$ cat config.mk
export PLATFORM = sky130hd
export DESIGN_NAME = pes_alu_driver
export DESIGN_NICKNAME = d
export VERILOG_FILES = /design/src/rtl/pes_alu_driver.sv
export SDC_FILE = /design/constraint.sdc
export NUM_CORES = 1
export LEC_CHECK = 0
export CAP_MARGIN = 20
export CELL_PAD_IN_SITES_DETAIL_PLACEMENT = 1
export CELL_PAD_IN_SITES_GLOBAL_PLACEMENT = 1
export CORE_MARGIN = 5
export CORE_UTILIZATION = 38
export CTS_CLUSTER_DIAMETER = 200
export DETAILED_ROUTE_END_ITERATION = 7
export PLACE_DENSITY_LB_ADDON = 0.08
export SYNTH_ARGS = -nofsm -noshare
export SYNTH_HDL_FRONTEND = slang
export SYNTH_SLANG_ARGS = --single-unit
$ cat constraint.sdc
create_clock -name clk -period 3.7 [get_ports clk]
set_clock_uncertainty 0.1 [all_clocks]
set_input_delay 0.555 -clock clk [delete_from_list [all_inputs] [get_ports clk]]
set_output_delay 0.555 -clock clk [all_outputs]
set_load 0.05 [all_outputs]
$ cat src/rtl/pes_alu_driver.sv
// pes_alu_driver
// Command-side initiator for the registered pes_alu datapath. Commands arrive
// over a valid/ready interface and are driven into the ALU one per clock. An
// in-flight tracker follows each operation through the ALU latency. The ALU
// result is then captured into a small result FIFO, and results are returned
// in accept order over a valid/ready response interface.
//
// Ports
//   clk, rst_n            : clock (rising edge), asynchronous active-low reset
//   cmd_valid/cmd_ready   : command handshake
//   cmd_a, cmd_b, cmd_op  : command operands and opcode
//   alu_a, alu_b, alu_op  : registered operands/opcode to the ALU
//   alu_r                 : ALU result, valid ALU_LAT clocks after alu_* change
//   rsp_valid/rsp_ready   : response handshake
//   rsp_r, rsp_op         : result at the FIFO head and its echoed opcode
//   pending               : in-flight operations plus FIFO occupancy
module pes_alu_driver #(
    parameter int WIDTH   = 8,
    parameter int OPW     = 3,
    parameter int ALU_LAT = 1,
    parameter int DEPTH   = 4
) (
    input  logic                   clk,
    input  logic                   rst_n,
    input  logic                   cmd_valid,
    output logic                   cmd_ready,
    input  logic [WIDTH-1:0]       cmd_a,
    input  logic [WIDTH-1:0]       cmd_b,
    input  logic [OPW-1:0]         cmd_op,
    output logic [WIDTH-1:0]       alu_a,
    output logic [WIDTH-1:0]       alu_b,
    output logic [OPW-1:0]         alu_op,
    input  logic [WIDTH-1:0]       alu_r,
    output logic                   rsp_valid,
    input  logic                   rsp_ready,
    output logic [WIDTH-1:0]       rsp_r,
    output logic [OPW-1:0]         rsp_op,
    output logic [$clog2(DEPTH):0] pending
);
    localparam int AW = $clog2(DEPTH);
    localparam int PW = AW + 1;
    localparam logic [PW-1:0] CREDITS = PW'(DEPTH);

    logic                 accept;
    logic                 pop;
    logic                 capture;

    logic [WIDTH-1:0]     alu_a_q, alu_a_d;
    logic [WIDTH-1:0]     alu_b_q, alu_b_d;
    logic [OPW-1:0]       alu_op_q, alu_op_d;

    logic [ALU_LAT:0]     stg_vld_q, stg_vld_d;
    logic [OPW-1:0]       stg_op_q [0:ALU_LAT];
    logic [OPW-1:0]       stg_op_d [0:ALU_LAT];

    logic [OPW+WIDTH-1:0] mem_q [0:DEPTH-1];
    logic [PW-1:0]        wr_ptr_q, wr_ptr_d;
    logic [PW-1:0]        rd_ptr_q, rd_ptr_d;
    logic [PW-1:0]        pending_q, pending_d;
    logic [AW-1:0]        wr_idx, rd_idx;

    // Credits count every accepted command until it is popped, so the FIFO
    // always has room for a result by the time it leaves the tracker. Only
    // registered state feeds cmd_ready, so a pop frees a credit a cycle later.
    assign cmd_ready = rst_n && (pending_q < CREDITS);
    assign accept    = cmd_valid && cmd_ready;
    assign pop       = rsp_valid && rsp_ready;
    assign capture   = stg_vld_q[ALU_LAT];

    // Pointers carry one extra wrap bit: equal pointers mean empty, while
    // equal low bits with differing MSBs would mean full.
    assign wr_idx    = wr_ptr_q[AW-1:0];
    assign rd_idx    = rd_ptr_q[AW-1:0];
    assign rsp_valid = (wr_ptr_q != rd_ptr_q);
    assign rsp_r     = mem_q[rd_idx][WIDTH-1:0];
    assign rsp_op    = mem_q[rd_idx][OPW+WIDTH-1:WIDTH];

    assign alu_a     = alu_a_q;
    assign alu_b     = alu_b_q;
    assign alu_op    = alu_op_q;
    assign pending   = pending_q;

    always_comb begin
        alu_a_d   = alu_a_q;
        alu_b_d   = alu_b_q;
        alu_op_d  = alu_op_q;
        stg_vld_d = '0;
        wr_ptr_d  = wr_ptr_q;
        rd_ptr_d  = rd_ptr_q;
        pending_d = pending_q;

        if (accept) begin
            alu_a_d  = cmd_a;
            alu_b_d  = cmd_b;
            alu_op_d = cmd_op;
        end

        // Stage 0 marks the command just issued; the last stage lines up with
        // the cycle in which alu_r reflects that command.
        stg_vld_d[0] = accept;
        stg_op_d[0]  = cmd_op;
        for (int i = 1; i <= ALU_LAT; i++) begin
            stg_vld_d[i] = stg_vld_q[i-1];
            stg_op_d[i]  = stg_op_q[i-1];
        end

        if (capture) wr_ptr_d = wr_ptr_q + 1'b1;
        if (pop)     rd_ptr_d = rd_ptr_q + 1'b1;

        case ({accept, pop})
            2'b10:   pending_d = pending_q + 1'b1;
            2'b01:   pending_d = pending_q - 1'b1;
            default: pending_d = pending_q;
        endcase
    end

    always_ff @(posedge clk or negedge rst_n) begin
        if (!rst_n) begin
            alu_a_q   <= '0;
            alu_b_q   <= '0;
            alu_op_q  <= '0;
            stg_vld_q <= '0;
            for (int i = 0; i <= ALU_LAT; i++) stg_op_q[i] <= '0;
            wr_ptr_q  <= '0;
            rd_ptr_q  <= '0;
            pending_q <= '0;
        end else begin
            alu_a_q   <= alu_a_d;
            alu_b_q   <= alu_b_d;
            alu_op_q  <= alu_op_d;
            stg_vld_q <= stg_vld_d;
            for (int i = 0; i <= ALU_LAT; i++) stg_op_q[i] <= stg_op_d[i];
            wr_ptr_q  <= wr_ptr_d;
            rd_ptr_q  <= rd_ptr_d;
            pending_q <= pending_d;
        end
    end

    // Storage is cleared on reset so the head reads 0 until the first capture.
    always_ff @(posedge clk or negedge rst_n) begin
        if (!rst_n) begin
            for (int i = 0; i < DEPTH; i++) mem_q[i] <= '0;
        end else if (capture) begin
            mem_q[wr_idx] <= {stg_op_q[ALU_LAT], alu_r};
        end
    end

endmodule

After elaboration in Yosys (flattened, before gate mapping)
Index checks and enable logic that the tools add are counted.
- input port bits: 31
- bits in registers: 80
- $add $sub $neg: 4
- order comparisons: 4
- reductions and logical operators: 5
- bitwise logic cells: 2
- eq/ne operators: 3
- multiplexer cells: 7
- operators by type and width (cell ; count):
    bitwise mux 44 bit ; 1
    two-way mux 11 bit ; 3
    binary-select mux 11 bit (select 2 bit) ; 1
    demux 11 bit (select 2 bit) ; 1
    adder 3 x 1 -> 3 bit (second input constant) ; 3
    >= comparator 3 bit (second input constant) ; 2
    inverter 2 -> 3 bit ; 2
    case mux 3 bit (2 select lines) ; 1
    logical AND 1 bit ; 4
    less-than comparator 3 x 1 -> 1 bit (second input constant) ; 1
    less-than comparator 3 bit (second input constant) ; 1
    != test 3 bit ; 1
    subtractor 3 x 1 -> 3 bit (second input constant) ; 1
    == test 2 x 1 -> 1 bit (second input constant) ; 1
    == test 2 bit (second input constant) ; 1
    nonzero test 2 bit ; 1

Logic depth before layout (Yosys ltp)
Gate-level depths: netlist (run 1).
- depth in word-level cells: 6
- depth in mapped cells: 9
- mapped depth without buffers: 8

Worst setup path before layout (run 1)
No wires, ideal clock.
- kind: flip-flop to flip-flop
- from: reg pending_q[2] (netlist: pending[2])
- to: reg pending_q[2] (netlist: pending[2])
- path slack: 1.211 ns
- arrival time: 2.244 ns
- stages on the path, launching flop included: 10
- data required time: 3.455 ns
- cell sequence: dfrtp_1 > nor2b_2 > nand2_1 > buf_2 > ha_1 > inv_1 > fa_1 > xor2_1 > nor2_1 > xor2_1
- word-level cells in the longest chain between the ends: 5
- ends and longest elaborated chain (element ; RTL line ; RTL):
    start: declaration ; 59 ; logic [PW-1:0] pending_q, pending_d;
    start signal: assignment ; 135 ; pending_q <= pending_d;
    less-than comparator 3 bit (*) ; 65 ; assign cmd_ready = rst_n && (pending_q < CREDITS);
    logical AND 1 bit (*) ; 65 ;
    net cmd_ready ; 26 ; output logic cmd_ready,
    logical AND 1 bit (*) ; 66 ; assign accept = cmd_valid && cmd_ready;
    == test 2 x 1 -> 1 bit or == test 2 bit (tied branches) ; 110 ; case ({accept, pop})
    case mux 3 bit (2 select lines) or nonzero test 2 bit (tied branches) ; n/a ;
Mark *: on every way through the listed nets, which the timed path passes. The rest lies on a longest branch.
A chain may end at the register's enable or synchronous reset.

Worst setup path in the final report (run 1)
- from: reg rd_ptr_q[0]
- to: out rsp_r[1]
- word-level cells in the longest chain between the ends: 4
- ends and longest elaborated chain (element ; RTL line ; RTL):
    start: declaration ; 58 ; logic [PW-1:0] rd_ptr_q, rd_ptr_d;
    start signal: assignment ; 134 ; rd_ptr_q <= rd_ptr_d;
    inverter 2 -> 3 bit (not written as such) ; 75 ; assign rsp_r = mem_q[rd_idx][WIDTH-1:0];
    binary-select mux 11 bit (select 2 bit) ; 75 ;
    two-way mux 11 bit (2 in series) ; n/a ;
    end: declaration ; 36 ; output logic [WIDTH-1:0] rsp_r,
No other way between the ends. The select of a mux whose other input is x is not followed.

==> results.py, run 1 <==
metrics = {
    "timing": {
        "setup_viol": 0,
        "max_freq_mhz": 316.3,
        "rsz0062_at_grt": "false",
        "slew_headroom": 0.4133,
        "finalCritPeriodShare": 0.8545,
        "fin_crit_ns": 3.162,
        "hold_violations": 0,
        "worst_pin_slew_ns": 0.8800,
        "fin_ws_ns": 0.5383,
        "setup_tns_ns": 0,
        "slew_violations": 0,
    },
    "worst_setup_path": {
        "r2r_setup_slack_ns": 1.14,
        "critPathArrivalTime_ns": 2.51,
        "crit_fanout": 8,
        "cp-start-kind": "flip-flop",
        "reg2reg_depth": 8,
        "reg2reg_from": "rd_ptr_q[1]",
        "cp.required_ns": 3.04,
        "crit_type": "reg2out",
        "worstSetupEndpointType": "output pin",
        "crit-reg2reg-capture": "pending[2]",
    },
    "detailed_routing": {
        "dr.pass1.iters": 4,
        "drc": 0,
        "dr.first_iter.drc_count": 26,
        "avgViaCountPerCell": 4.967,
        "wirelength_um": 6738,
        "ant_nets": 0,
        "post_drt_wl_per_cell_um": 16.97,
        "via_count": 1972,
    },
    "cts": {
        "h-tree-depth": 3,
        "clk_latency_ns": 0.34,
        "cts_made_buffers": 9,
        "clk_pin_slew_ns": 0.08,
        "post_cts_buffers": 0,
        "root_buffer": "clkbuf_8",
        "post_cts_resized": 0,
        "cts_tree": "built",
        "clock-sinks": 80,
        "hold_buffers": 1,
        "clk_path_buf_depth": 2,
    },
    "final_layout": {
        "nNetsFinal": 322,
        "final_util": 0.5037,
        "n_antenna_cell": 0,
        "syn_to_final_growth_pct": 29.75,
        "instances_no_fill": 397,
        "layout-drive-gt1-share": 0.3287,
    },
    "global_routing": {
        "grt_pass1_vias": 2211,
        "grt_max_degree": 71,
        "antenna_found_initial": 0,
        "overflow": 0,
        "grtUsageTotal": 0.1349,
        "grt_pass1_wl_um": 11790,
    },
    "synthesis": {
        "ys_ff_latch": 80,
        "ys_types": 26,
        "synth.avg_cell_area_um2": 15.97,
        "yosysSeqAreaShare": 0.5913,
        "syn_nets": 250,
        "synth_cells": 212,
        "syn_area_um2": 3386,
        "ys_warn_count": 0,
    },
    "worst_hold_path": {
        "hold_class": "reg2reg",
        "hold_end": "stg_vld_q[1]",
        "min_from": "stg_vld_q[0]",
        "whs_path_depth": 0,
    },
    "die": {
        "dieArea_um2": 10900,
        "die_y_um": 104.4,
        "io_pins": 66,
        "fp.dieW_um": 104.4,
        "start_util": 0.3882,
        "core_um2": 8721,
        "rows": 34,
    },
    "placed_design": {
        "hpwl_um": 4603,
        "pre_cts_ws_ns": 0.8390,
        "port_buffers": 65,
        "dp.cells": 380,
        "gp_congestion": 0.7244,
    },
    "run_status": {
        "status": "finished clean",
    },
    "run": {
        "drv_cap": 0,
    },
}
==> worst max-delay path by stage <==
stage / startpoint / to / slack, ns / depth (start not counted)
after floorplan: pending[2] / pending[2] / 1.21 / 9
final: rd_ptr_q[0] / rsp_r[1] / 0.54 / 3
after global routing: rd_ptr_q[0] / rsp_r[1] / 0.42 / 3
after detailed placement: rd_ptr_q[0] / rsp_op[0] / 0.84 / 3
after CTS: rd_ptr_q[0] / rsp_op[0] / 0.46 / 3
after global placement: rd_ptr_q[0] / rsp_op[0] / 0.88 / 3
==> metal layers <==
metal  GRT usage  routed length (um)
met1      0.1868                3217
met2      0.1986                3060
met3     0.04531                 398
met4     0.04440                  61
met5           0                   0
==> cell families after synthesis <==
logic type | count (synthesis) | share of synthesized area
muxes | 74 | 0.2871
adders and majority gates | 7 | 0.02809
buffers and inverters | 16 | 0.02291
AOI/OAI and AO/OA | 7 | 0.01700
DFF | 80 | 0.5913
and+or+nand+nor | 19 | 0.02809
xor gates and xnor gates | 9 | 0.02550
==> critical path: stages (launching register included) <==
cell	delay [ns]
dfrtp_1	0.65
buf_4	0.24
mux4_1	0.56
clkdlybuf4s50_1	0.72
==> cell usage in the layout (no fill, tap or decap) <==
cell	n
a31oi_4	1
nor2_1	2
inv_1	7
nand2_1	9
fa_1	1
nand2b_1	1
mux4_2	7
mux2_2	63
clkbuf_1	1
a21oi_1	1
clkinv_2	2
mux4_1	4
clkdlybuf4s50_1	64
dfrtp_1	80
nor2b_2	1
xnor2_1	4
bufinv_16	3
a211o_1	1
clkbuf_8	9
and3_2	1
a21o_1	1
xor2_1	4
xnor2_2	1
and3_1	1
dlygate4sd3_1	1
nor3_2	1
clkinvlp_4	1
ha_1	6
buf_4	5
o21ai_0	3
nand3_1	3
==> synth_stat cells, drive strengths merged <==
library cell	number	area share
a211o	1	0.0026
a21o	1	0.0022
a21oi	1	0.0015
a31oi	1	0.0063
and3	2	0.0041
buf	8	0.014
clkbuf	1	0.0015
dfrtp	80	0.59
fa	1	0.0059
ha	6	0.022
inv	7	0.0078
mux2	63	0.21
mux4	11	0.078
nand2	9	0.010
nand2b	1	0.0018
nand3	3	0.0044
nor2	2	0.0022
nor2b	1	0.0026
nor3	1	0.0030
o21ai	3	0.0044
xnor2	5	0.015
xor2	4	0.010
==> cell type report <==
type	instances	area, um^2
inverter	7	26.28
clock buffer	10	127.6
sequential	80	2002
clock inverter	6	107.6
tap	108	135.1
timing repair buffer	70	688.2
fill	856	4328
multi-input combinational	116	1306
==> registers in the layout, summed over array words and instances (netlist names) <==
signal	cells
stg_op_d	3
alu_a	8
pending	3
mem_q	44
rd_ptr_q	3
stg_op_q	3
stg_vld_q	2
alu_op	3
wr_ptr_q	3
alu_b	8
==> through the flow <==
stage	instance area, um^2	hold WS, ns
detailed placement	4148	0.2418
global route	4393	0.2671
global placement	4148	0.2322
CTS	4393	0.2580
finish	4393	0.2508
floorplan	3386	0.1594
Power of run 1 is left out: the tool's default activity adds up to more than one toggle a clock period on the data nets, which glitch-free logic cannot reach.
==> run 2, diff against run 1 <==
==> constraint.sdc (replaced) <==
create_clock -name clk -period 4 [get_ports clk]
set_clock_uncertainty 0.1 [all_clocks]
set_input_delay 0.6 -clock clk [delete_from_list [all_inputs] [get_ports clk]]
set_output_delay 0.6 -clock clk [all_outputs]
set_load 0.05 [all_outputs]
==> run 2 against run 1 <==
  * Die area stayed put
  * Clock-buffer cell count did not move
  * Sequential share of layout area grew 0.35 points
  * Critical path type unchanged
  * Via count is 0.91% higher
  * Final cell count down 0.25%
  * Register-to-register slack gained 0.35 ns
==> results.py, run 2 (synthesis results as in run 1) <==
metrics = {
    "cts": {
        "hold_buffers": 0,
        "root_buffer": "clkbuf_8",
        "cts_tree": "built",
        "cts_made_buffers": 9,
        "h-tree-depth": 3,
        "clk_latency_ns": 0.34,
        "post_cts_buffers": 0,
        "clk_path_buf_depth": 2,
        "clock-sinks": 80,
        "clk_pin_slew_ns": 0.09,
        "post_cts_resized": 0,
    },
    "final_layout": {
        "n_antenna_cell": 0,
        "largest_reg_flops": 44,
        "final_cell_mix": "dfrtp_1 (80), clkdlybuf4s50_1 (64), mux2_2 (63)",
        "fillers": 858,
        "final_util": 0.4999,
        "multiInputGateArea_um2": 1306,
        "top_register": "mem_q",
        "register_area_um2": 2002,
        "layout-drive-gt1-share": 0.3299,
        "nNetsFinal": 321,
        "layout_commonest_cell": "dfrtp_1",
        "syn_to_final_growth_pct": 28.75,
    },
    "global_routing": {
        "grt_pass1_wl_um": 11700,
        "antenna_found_initial": 0,
        "grtUsageTotal": 0.1333,
        "overflow": 0,
        "grt_pass1_vias": 2278,
        "grt_max_degree": 44,
    },
    "detailed_routing": {
        "avgViaCountPerCell": 5.025,
        "ant_nets": 0,
        "post_drt_wl_per_cell_um": 16.92,
        "dr.first_iter.drc_count": 20,
        "drc": 0,
        "via_count": 1990,
        "dr.pass1.iters": 3,
        "wirelength_um": 6699,
    },
    "timing": {
        "setup_viol": 0,
        "rsz0062_at_grt": "false",
        "fin_ws_ns": 0.9730,
        "fin_crit_ns": 3.027,
        "setup_tns_ns": 0,
        "slew_violations": 0,
        "worst_pin_slew_ns": 0.6606,
        "max_freq_mhz": 330.4,
        "slew_headroom": 0.5585,
        "hold_violations": 0,
        "finalCritPeriodShare": 0.7567,
    },
    "die": {
        "core_um2": 8721,
        "fp.dieW_um": 104.4,
        "io_pins": 66,
        "rows": 34,
        "die_y_um": 104.4,
        "dieArea_um2": 10900,
        "start_util": 0.3882,
    },
    "worst_setup_path": {
        "crit_slowest_cell": "clkdlybuf4s50_1",
        "cp.required_ns": 3.30,
        "cp-start-kind": "flip-flop",
        "crit_fanout": 15,
        "crit_chain": "xnor2_1 -> nand3_1 -> clkdlybuf4s50_1",
        "cpPeakStageDelay_ns": 0.72,
        "critPathArrivalTime_ns": 2.33,
        "cp_top_family": "buffers and inverters",
        "worstSetupEndpointType": "output pin",
        "worst-path-buf-inv": 1,
        "crit_type": "reg2out",
    },
    "placed_design": {
        "gp_congestion": 0.7134,
        "pre_cts_ws_ns": 1.317,
        "hpwl_um": 4627,
        "port_buffers": 65,
    },
    "worst_hold_path": {
        "hold_class": "in2async",
    },
    "run_status": {
        "status": "finished clean",
    },
    "run": {
        "drv_cap": 0,
    },
}
## run 2: changes by cell type in the layout (fill, tap and decap cells not counted), sizes merged
cell,previous run,this run
dlygate4sd3,1,0
clkinvlp,1,0
bufinv,3,2
clkinv,2,4
## run 2: worst paths after layout
path / from / end / slack (ns) / cells past startpoint
setup / recovery: rd_ptr_q[1] / rsp_valid / 0.97 / 3
hold / removal: rst_n / mem_q[40] / 0.24 / 2
setup reg to reg: rd_ptr_q[1] / pending[2] / 1.49 / 8
hold reg to reg: stg_op_d[1] / stg_op_q[1] / 0.26 / 0
max in group asynchronous: rst_n / mem_q[10] / 2.61 / 3
min in group clk: stg_op_d[1] / stg_op_q[1] / 0.26 / 0
## run 2: layer usage
layer / routed length [um] / track usage / up-vias / share of wire
met1: 2950 / 0.1671 / 1026 / 0.44
met2: 3108 / 0.2041 / 55 / 0.46
met3: 524 / 0.05400 / 12 / 0.078
li1: - / - / 897 / -
met5: 0 / 0 / - / 0
met4: 116 / 0.05458 / 0 / 0.017
## run 2: final cells by class
cell class	instances	area share
Clock buffer	10	0.02928
Clock inverter	6	0.01923
Inverter	7	0.006028
Multi-Input combinational cell	116	0.2997
Sequential cell	80	0.4592
Tap cell	108	0.03100
Timing Repair Buffer	69	0.1556
## run 2: per-stage QoR
stage	hold slack [ns]	instance area, um^2	instances
global route	0.2632	4359	396
finish	0.2401	4359	396
CTS	0.2435	4359	396
detailed placement	0.2356	4148	380
global placement	0.2315	4148	380
floorplan	0.2044	3386	212
## run 2: worst register-to-register path, delay by kind of cell, from the launching register on
kind	cells	cell delay [ns]
simple gates	1	0.11
compound gates	1	0.26
buf+inv	1	0.06
xor+xnor	3	0.60
fa+ha+maj	2	0.59
flops	1	0.73
Power of run 2 is left out for the same reason.
==> run 3, diff against run 2 <==
==> constraint.sdc (replaced) <==
create_clock -name clk -period 2.7 [get_ports clk]
set_clock_uncertainty 0.1 [all_clocks]
set_input_delay 0.405 -clock clk [delete_from_list [all_inputs] [get_ports clk]]
set_output_delay 0.405 -clock clk [all_outputs]
set_load 0.05 [all_outputs]
==> run 3 against run 2 <==
  * Clock-buffer cell count rose by 2
  * Critical path depth did not move
  * Design area barely moved
  * Sequential share of layout area barely moved
  * Critical endpoint is now rsp_op[1]
  * Highest routed layer unchanged
==> results.py, run 3 (synthesis results as in run 1) <==
metrics = {
    "final_layout": {
        "final_cell_mix": "dfrtp_1 (80), mux2_2 (63), clkdlybuf4s50_1 (51)",
        "register_area_um2": 2002,
        "layout-drive-gt1-share": 0.3750,
        "top_register": "mem_q",
        "syn_to_final_growth_pct": 28.64,
        "multiInputGateArea_um2": 1306,
        "fillers": 852,
        "largest_reg_flops": 44,
        "layout_commonest_cell": "dfrtp_1",
        "nNetsFinal": 322,
        "n_antenna_cell": 0,
    },
    "cts": {
        "post_cts_buffers": 0,
        "cts_made_buffers": 9,
        "clk_latency_ns": 0.33,
        "cts_tree": "built",
        "root_buffer": "clkbuf_8",
        "clock-sinks": 80,
        "post_cts_resized": 0,
        "hold_buffers": 0,
        "clk_pin_slew_ns": 0.08,
        "clk_path_buf_depth": 2,
        "h-tree-depth": 3,
    },
    "worst_setup_path": {
        "cp_top_family": "multiplexers",
        "r2r_setup_slack_ns": 0.56,
        "cp.required_ns": 2.19,
        "crit_fanout": 11,
        "cp-start-kind": "flip-flop",
        "crit_chain": "buf_4 -> mux4_1 -> buf_4",
        "crit_type": "reg2out",
        "worstSetupEndpointType": "output pin",
        "critPathArrivalTime_ns": 1.91,
        "cpPeakStageDelay_ns": 0.62,
        "worst-path-buf-inv": 2,
        "crit_slowest_cell": "mux4_1",
        "path_common_cell": "buf_4",
    },
    "global_routing": {
        "grt_pass1_vias": 2235,
        "grt_max_degree": 48,
        "overflow": 0,
        "grtUsageTotal": 0.1315,
        "grt_pass1_wl_um": 11470,
        "antenna_found_initial": 0,
    },
    "timing": {
        "worst_pin_slew_ns": 0.6383,
        "slew_violations": 0,
        "setup_viol": 0,
        "finalCritPeriodShare": 0.8949,
        "fin_crit_ns": 2.416,
        "slew_headroom": 0.5735,
        "hold_violations": 0,
        "max_freq_mhz": 413.9,
        "rsz0062_at_grt": "false",
        "setup_tns_ns": 0,
    },
    "die": {
        "die_y_um": 104.4,
        "start_util": 0.3882,
        "core_um2": 8721,
        "fp.dieW_um": 104.4,
        "io_pins": 66,
        "rows": 34,
        "dieArea_um2": 10900,
    },
    "detailed_routing": {
        "wirelength_um": 6755,
        "dr.pass1.iters": 3,
        "post_drt_wl_per_cell_um": 17.06,
        "via_count": 1962,
        "drc": 0,
        "ant_nets": 0,
        "dr.first_iter.drc_count": 35,
        "avgViaCountPerCell": 4.955,
    },
    "placed_design": {
        "port_buffers": 65,
        "hpwl_um": 4619,
        "gp_congestion": 0.7102,
    },
    "worst_hold_path": {
        "hold_class": "in2async",
    },
    "run_status": {
        "status": "finished clean",
    },
    "run": {
        "drv_cap": 0,
    },
}
run 3: cell count changes in the layout (fill, tap and decap cells not counted):
cell,delta
clkdlybuf4s50_1,-13
clkbuf_8,+2
clkinv_4,-1
clkinv_2,-2
buf_12,+1
buf_4,+13
run 3: final timing paths:
kind,endpoint,depth (start not counted),from
worst max-delay path,rsp_op[1],3,rd_ptr_q[0]
worst min-delay path,rd_ptr_q[1],2,rst_n
worst max register to register,pending[2],8,wr_ptr_q[1]
worst min register to register,stg_op_q[1],0,stg_op_d[1]
max in group asynchronous,stg_op_q[2],3,rst_n
min in group clk,stg_op_q[1],0,stg_op_d[1]
run 3: metrics by stage:
step	hold slack, ns	std cells	worst slack (ns)	utilization	cell area, um^2
finish	0.02085	396	0.2838	0.4994	4355
detailed placement	0.2363	381	0.2627	0.4742	4135
global route	0.02985	396	0.1755	0.4994	4355
floorplan	0.009409	212	0.2108	-	3386
global placement	0.2322	381	0.3058	0.4742	4135
CTS	0.01862	396	0.2256	0.4994	4355
run 3: worst register-to-register path, stage by stage, from the launching register on:
cell and delay (ns):
dfrtp_1 0.45, xnor2_1 0.25, a31oi_4 0.23, ha_1 0.20, inv_1 0.06, fa_1 0.37, xor2_1 0.15, nor2_1 0.11
xor2_1 0.15
run 3: layer usage:
layer,GRT usage,routed length (um)
met2,0.2109,3204
met5,0,0
met1,0.1541,2871
met3,0.07263,623
met4,0.03053,55
run 3: layout make-up:
cell class,count,share of cell area
flip-flops and latches,80,0.4596
multi-input cells,116,0.2999
repair buffers,70,0.1528
clock buffers,12,0.03562
well taps,108,0.03103
clock inverters,3,0.01494
inverters,7,0.006033
Power of run 3 is left out for the same reason.
==> edit 1: new RTL, flow settings as in run 3 <==
Make the reset (`rst_n`) synchronous in 2 clocked blocks. Comments in the files are not updated.
--- a/src/rtl/pes_alu_driver.sv
+++ b/src/rtl/pes_alu_driver.sv
@@ -116,3 +116,3 @@
 
-    always_ff @(posedge clk or negedge rst_n) begin
+    always_ff @(posedge clk) begin
         if (!rst_n) begin
@@ -139,3 +139,3 @@
     // Storage is cleared on reset so the head reads 0 until the first capture.
-    always_ff @(posedge clk or negedge rst_n) begin
+    always_ff @(posedge clk) begin
         if (!rst_n) begin
Function: differs if rst_n is asserted again (counterexample within 4 cycles, from zero or initial values and one cycle with rst_n low); with rst_n held inactive, the same outputs for 10 cycles.
==> edit 1 against run 3 <==
Via count is 22% higher. Worst hold slack better by 320 ps. Critical endpoint is now rsp_valid. Design area rose by 2.2%. Sequential cell count grew 2. Setup slack got worse by 150 ps. Synthesized area up 0.41%. Count of clock-buffer cells in the layout down 3. Routed wire length is 19% higher. Die area rose by 0.37%. Utilization grew 1.1 points.
==> edit 1: results (changes against run 3) <==
worst_setup_path:
  critPathTopFamily: "buffers and inverters"
  arrival_ps: 2060  # +150 ps
  crit-reg2reg-capture: "pending[2]"
  worstPathMaxFanout: 6  # -5
  reg2regPathDepth: 9  # +1
  slowest_delay_ps: 790  # +170 ps
  cp-endpoint: "rsp_valid"
  reg2reg_from: "rd_ptr_q[0]"
  cp_slowest_cell: "clkdlybuf4s50_1"
  r2r_setup_slack_ps: 210  # -350 ps
timing:
  timing.hold.ws_ps: 336  # +315 ps
  relSlewSlack_pct: 61.1  # +3.7 points
  period_needed_ps: 2570  # +152 ps
global_routing:
  track_usage_pct: 15.3  # +2.1 points
  grt_max_degree: 36  # -25%
  grt_pass1_vias: 2686  # +20%
  antenna_found_initial: 0  # unchanged
  grt_pass1_wl_mm: 13.4  # +17%
final_layout:
  drive_gt1_share_pct: 16.3  # -21 points
  n_fill_cell: 913  # +7.2%
  nets: 397  # +23%
  multiInputGateArea_um2: 1220  # -6.9%
  largest_reg_flops: 44  # unchanged
route:
  wl_per_cell_um: 16.9  # -1.1%
  vias: 2396  # +22%
  dr.pass1.iters: 4  # +1
  drtIter0Drc: 65  # +86%
  via_per_inst: 5.04  # +1.8%
placed_design:
  dp_cells: 459  # +20%
  pre_cts_ws_ps: 141  # -122 ps
  dpl_cell_area_um2: 4260  # +2.9%
  dp_hpwl_mm: 5.64  # +22%
  port_buffers: 65  # unchanged
  place_congestion: 0.757  # +6.5%
clocking:
  insertion_delay_ps: 350  # +20 ps
  root_buffer: "clkbuf_8"
  clk_pin_slew_worst_paths_ps: 90
synth:
  synth_edf_count: 44  # +44
  synth-compound-area-share_pct: 2.39  # +0.69 points
  synth_fa_ha_area_share_pct: 1.69  # -1.1 points
  ys_top_cells_by_count: "edfxtp_1, nand2_1, and2_1"
  postSynthAreaPerCell_um2: 12.0  # -25%
  ys_async_sr_fraction_pct: 0  # -100 points
  synth_fp_nets: 319  # +28%
  synth-xor-area-share_pct: 2.76  # +0.21 points
  synthTopCellsByArea: "edfxtp_1, dfxtp_1, and2_1"
  synth_mux_area_share_pct: 7.58  # -21 points
  ys_seq_area_share_pct: 61.2  # +2.1 points
  yosysUniqueCellTypes: 37  # +42%
min_path:
  hp-class: "register to register"
  min_delay_path_depth: 1
run_status:
  outcome: "complete, no violations"
-- edit 1: cell count changes in the layout (fill, tap and decap cells not counted), moves of 7 or more --
cell and change:
and2_1 +40, and3_1 +11, buf_4 +12, dfrtp_1 -80, dfxtp_1 +38, edfxtp_1 +44, mux2_2 -63, nand2_1 +34
nand3_1 +18, nor2_1 +7
-- edit 1: metal layers --
layer	track usage [%]	share of wire, %	vias to the layer above
li1	-	-	1139
met1	19.1	45	1195
met2	25.3	49	52
met3	3.95	5.2	10
met4	6.12	1.2	0
met5	0	0	-
-- edit 1: layout make-up --
cell class,count,area share (%)
tap,108,3.04
timing repair buffer,85,17.9
multi-input combinational,177,27.3
inverter,7,0.591
clock inverter,7,1.57
sequential,82,46.8
clock buffer,9,2.78
-- edit 1: worst reg2reg max path: stages, from the launching register on --
cell and delay, ps:
dfxtp_1 510, xor2_2 220, nor2_1 120, a21oi_1 200
ha_1 220, inv_1 60, fa_1 370, xor2_1 160
or3_1 310, a21oi_1 150
==> edit 2: new RTL, flow settings as in run 3 <==
Without the edit above. Set the parameter `OPW` to 2 (it was 3).
--- a/src/rtl/pes_alu_driver.sv
+++ b/src/rtl/pes_alu_driver.sv
@@ -18,3 +18,3 @@
     parameter int WIDTH   = 8,
-    parameter int OPW     = 3,
+    parameter int OPW     = 2,
     parameter int ALU_LAT = 1,
Ports: changed (resized alu_op, cmd_op and rsp_op); port bits go from 66 to 63. No check against the original RTL was run, so the function may have changed too.
==> edit 2 against run 3 <==
Setup slack better by 190 ps. Utilization down 0.097 points. Synthesized area down 7.7%. Routed wire length down 7.8%. Sequential cell count down 7. Design area down 7.4%.
Power is left out: the tool's default activity adds up to more than one toggle a clock period on the data nets, which glitch-free logic cannot reach.
==> edit 2: results (changes against run 3) <==
run_status:
  outcome: "complete, no violations"
placed_design:
  pre_cts_ws_ps: 149  # -114 ps
  dpl_cell_area_um2: 3840  # -7.1%
  port_buffers: 62  # -4.6%
  dp_hpwl_mm: 4.14  # -10%
  place_congestion: 0.716  # +0.83%
  dp_cells: 362  # -5.0%
synth:
  synth_fa_ha_area_share_pct: 3.04  # +0.24 points
  postSynthAreaPerCell_um2: 15.9  # -0.19%
  ys_seq_area_share_pct: 58.5  # -0.66 points
  synth-xor-area-share_pct: 2.76  # +0.21 points
  ys_warn_count: 0  # unchanged
  ys_top_cells_by_count: "dfrtp_1, mux2_2, mux4_2"
  synth-compound-area-share_pct: 1.84  # +0.14 points
global_routing:
  use_met2_pct: 20.3  # -0.78 points
  grt_use_met1_pct: 17.2  # +1.8 points
  track_usage_pct: 13.7  # +0.51 points
  grt_use_met3_pct: 6.16  # -1.1 points
  grt_pass1_vias: 2097  # -6.2%
  grt_max_degree: 74  # +54%
  grt_pass1_wl_mm: 10.5  # -8.3%
timing:
  period_needed_ps: 2230  # -191 ps
  relSlewSlack_pct: 37.3  # -20 points
  timing.hold.ws_ps: 183  # +163 ps
route:
  drtIter0Drc: 31  # -11%
  wl_mm: 6.23  # -7.8%
  dr.pass1.iters: 4  # +1
  drt-met1-wl_mm: 2.71  # -5.5%
  met3_length_um: 596  # -4.3%
  via_per_inst: 4.91  # -0.90%
  wl_per_cell_um: 16.5  # -3.1%
clocking:
  ctsResizeCount: 0  # unchanged
  cts_buffer_depth: 2  # unchanged
final_layout:
  largest_reg_flops: 40  # -9.1%
  nets: 305  # -5.3%
  drive_gt1_share_pct: 39.0  # +1.5 points
worst_setup_path:
  r2r_setup_slack_ps: 500  # -60 ps
  worstPathMaxFanout: 7  # -4
==> edit 2: changes by cell type after synthesis, moves of 2 or more <==
cell,before,now
nand2_1,9,6
buf_2,7,1
dfrtp_1,80,73
mux2_2,63,58
mux4_1,4,1
buf_4,0,2
buf_6,1,3
nand2_2,0,3
mux4_2,7,9
==> edit 2: cells by family after synthesis <==
family,Yosys count
flops,73
mux,68
simple gates,19
buf+inv,13
xor+xnor,9
compound gates,7
fa+ha+maj,7
==> edit 2: layout make-up <==
| type | instances | area [um2] |
|---|---|---|
| Fill cell | 818 | 4060 |
| Sequential cell | 73 | 1830 |
| Multi-Input combinational cell | 110 | 1220 |
| Timing Repair Buffer | 67 | 638 |
| Clock buffer | 10 | 138 |
| Tap cell | 105 | 131 |
| Clock inverter | 5 | 56.3 |
| Inverter | 7 | 26.3 |
==> edit 2: critical path, cell delays in order (launching register included) <==
cell	delay, ps
dfrtp_1	410
buf_4	230
mux4_2	540
buf_4	210
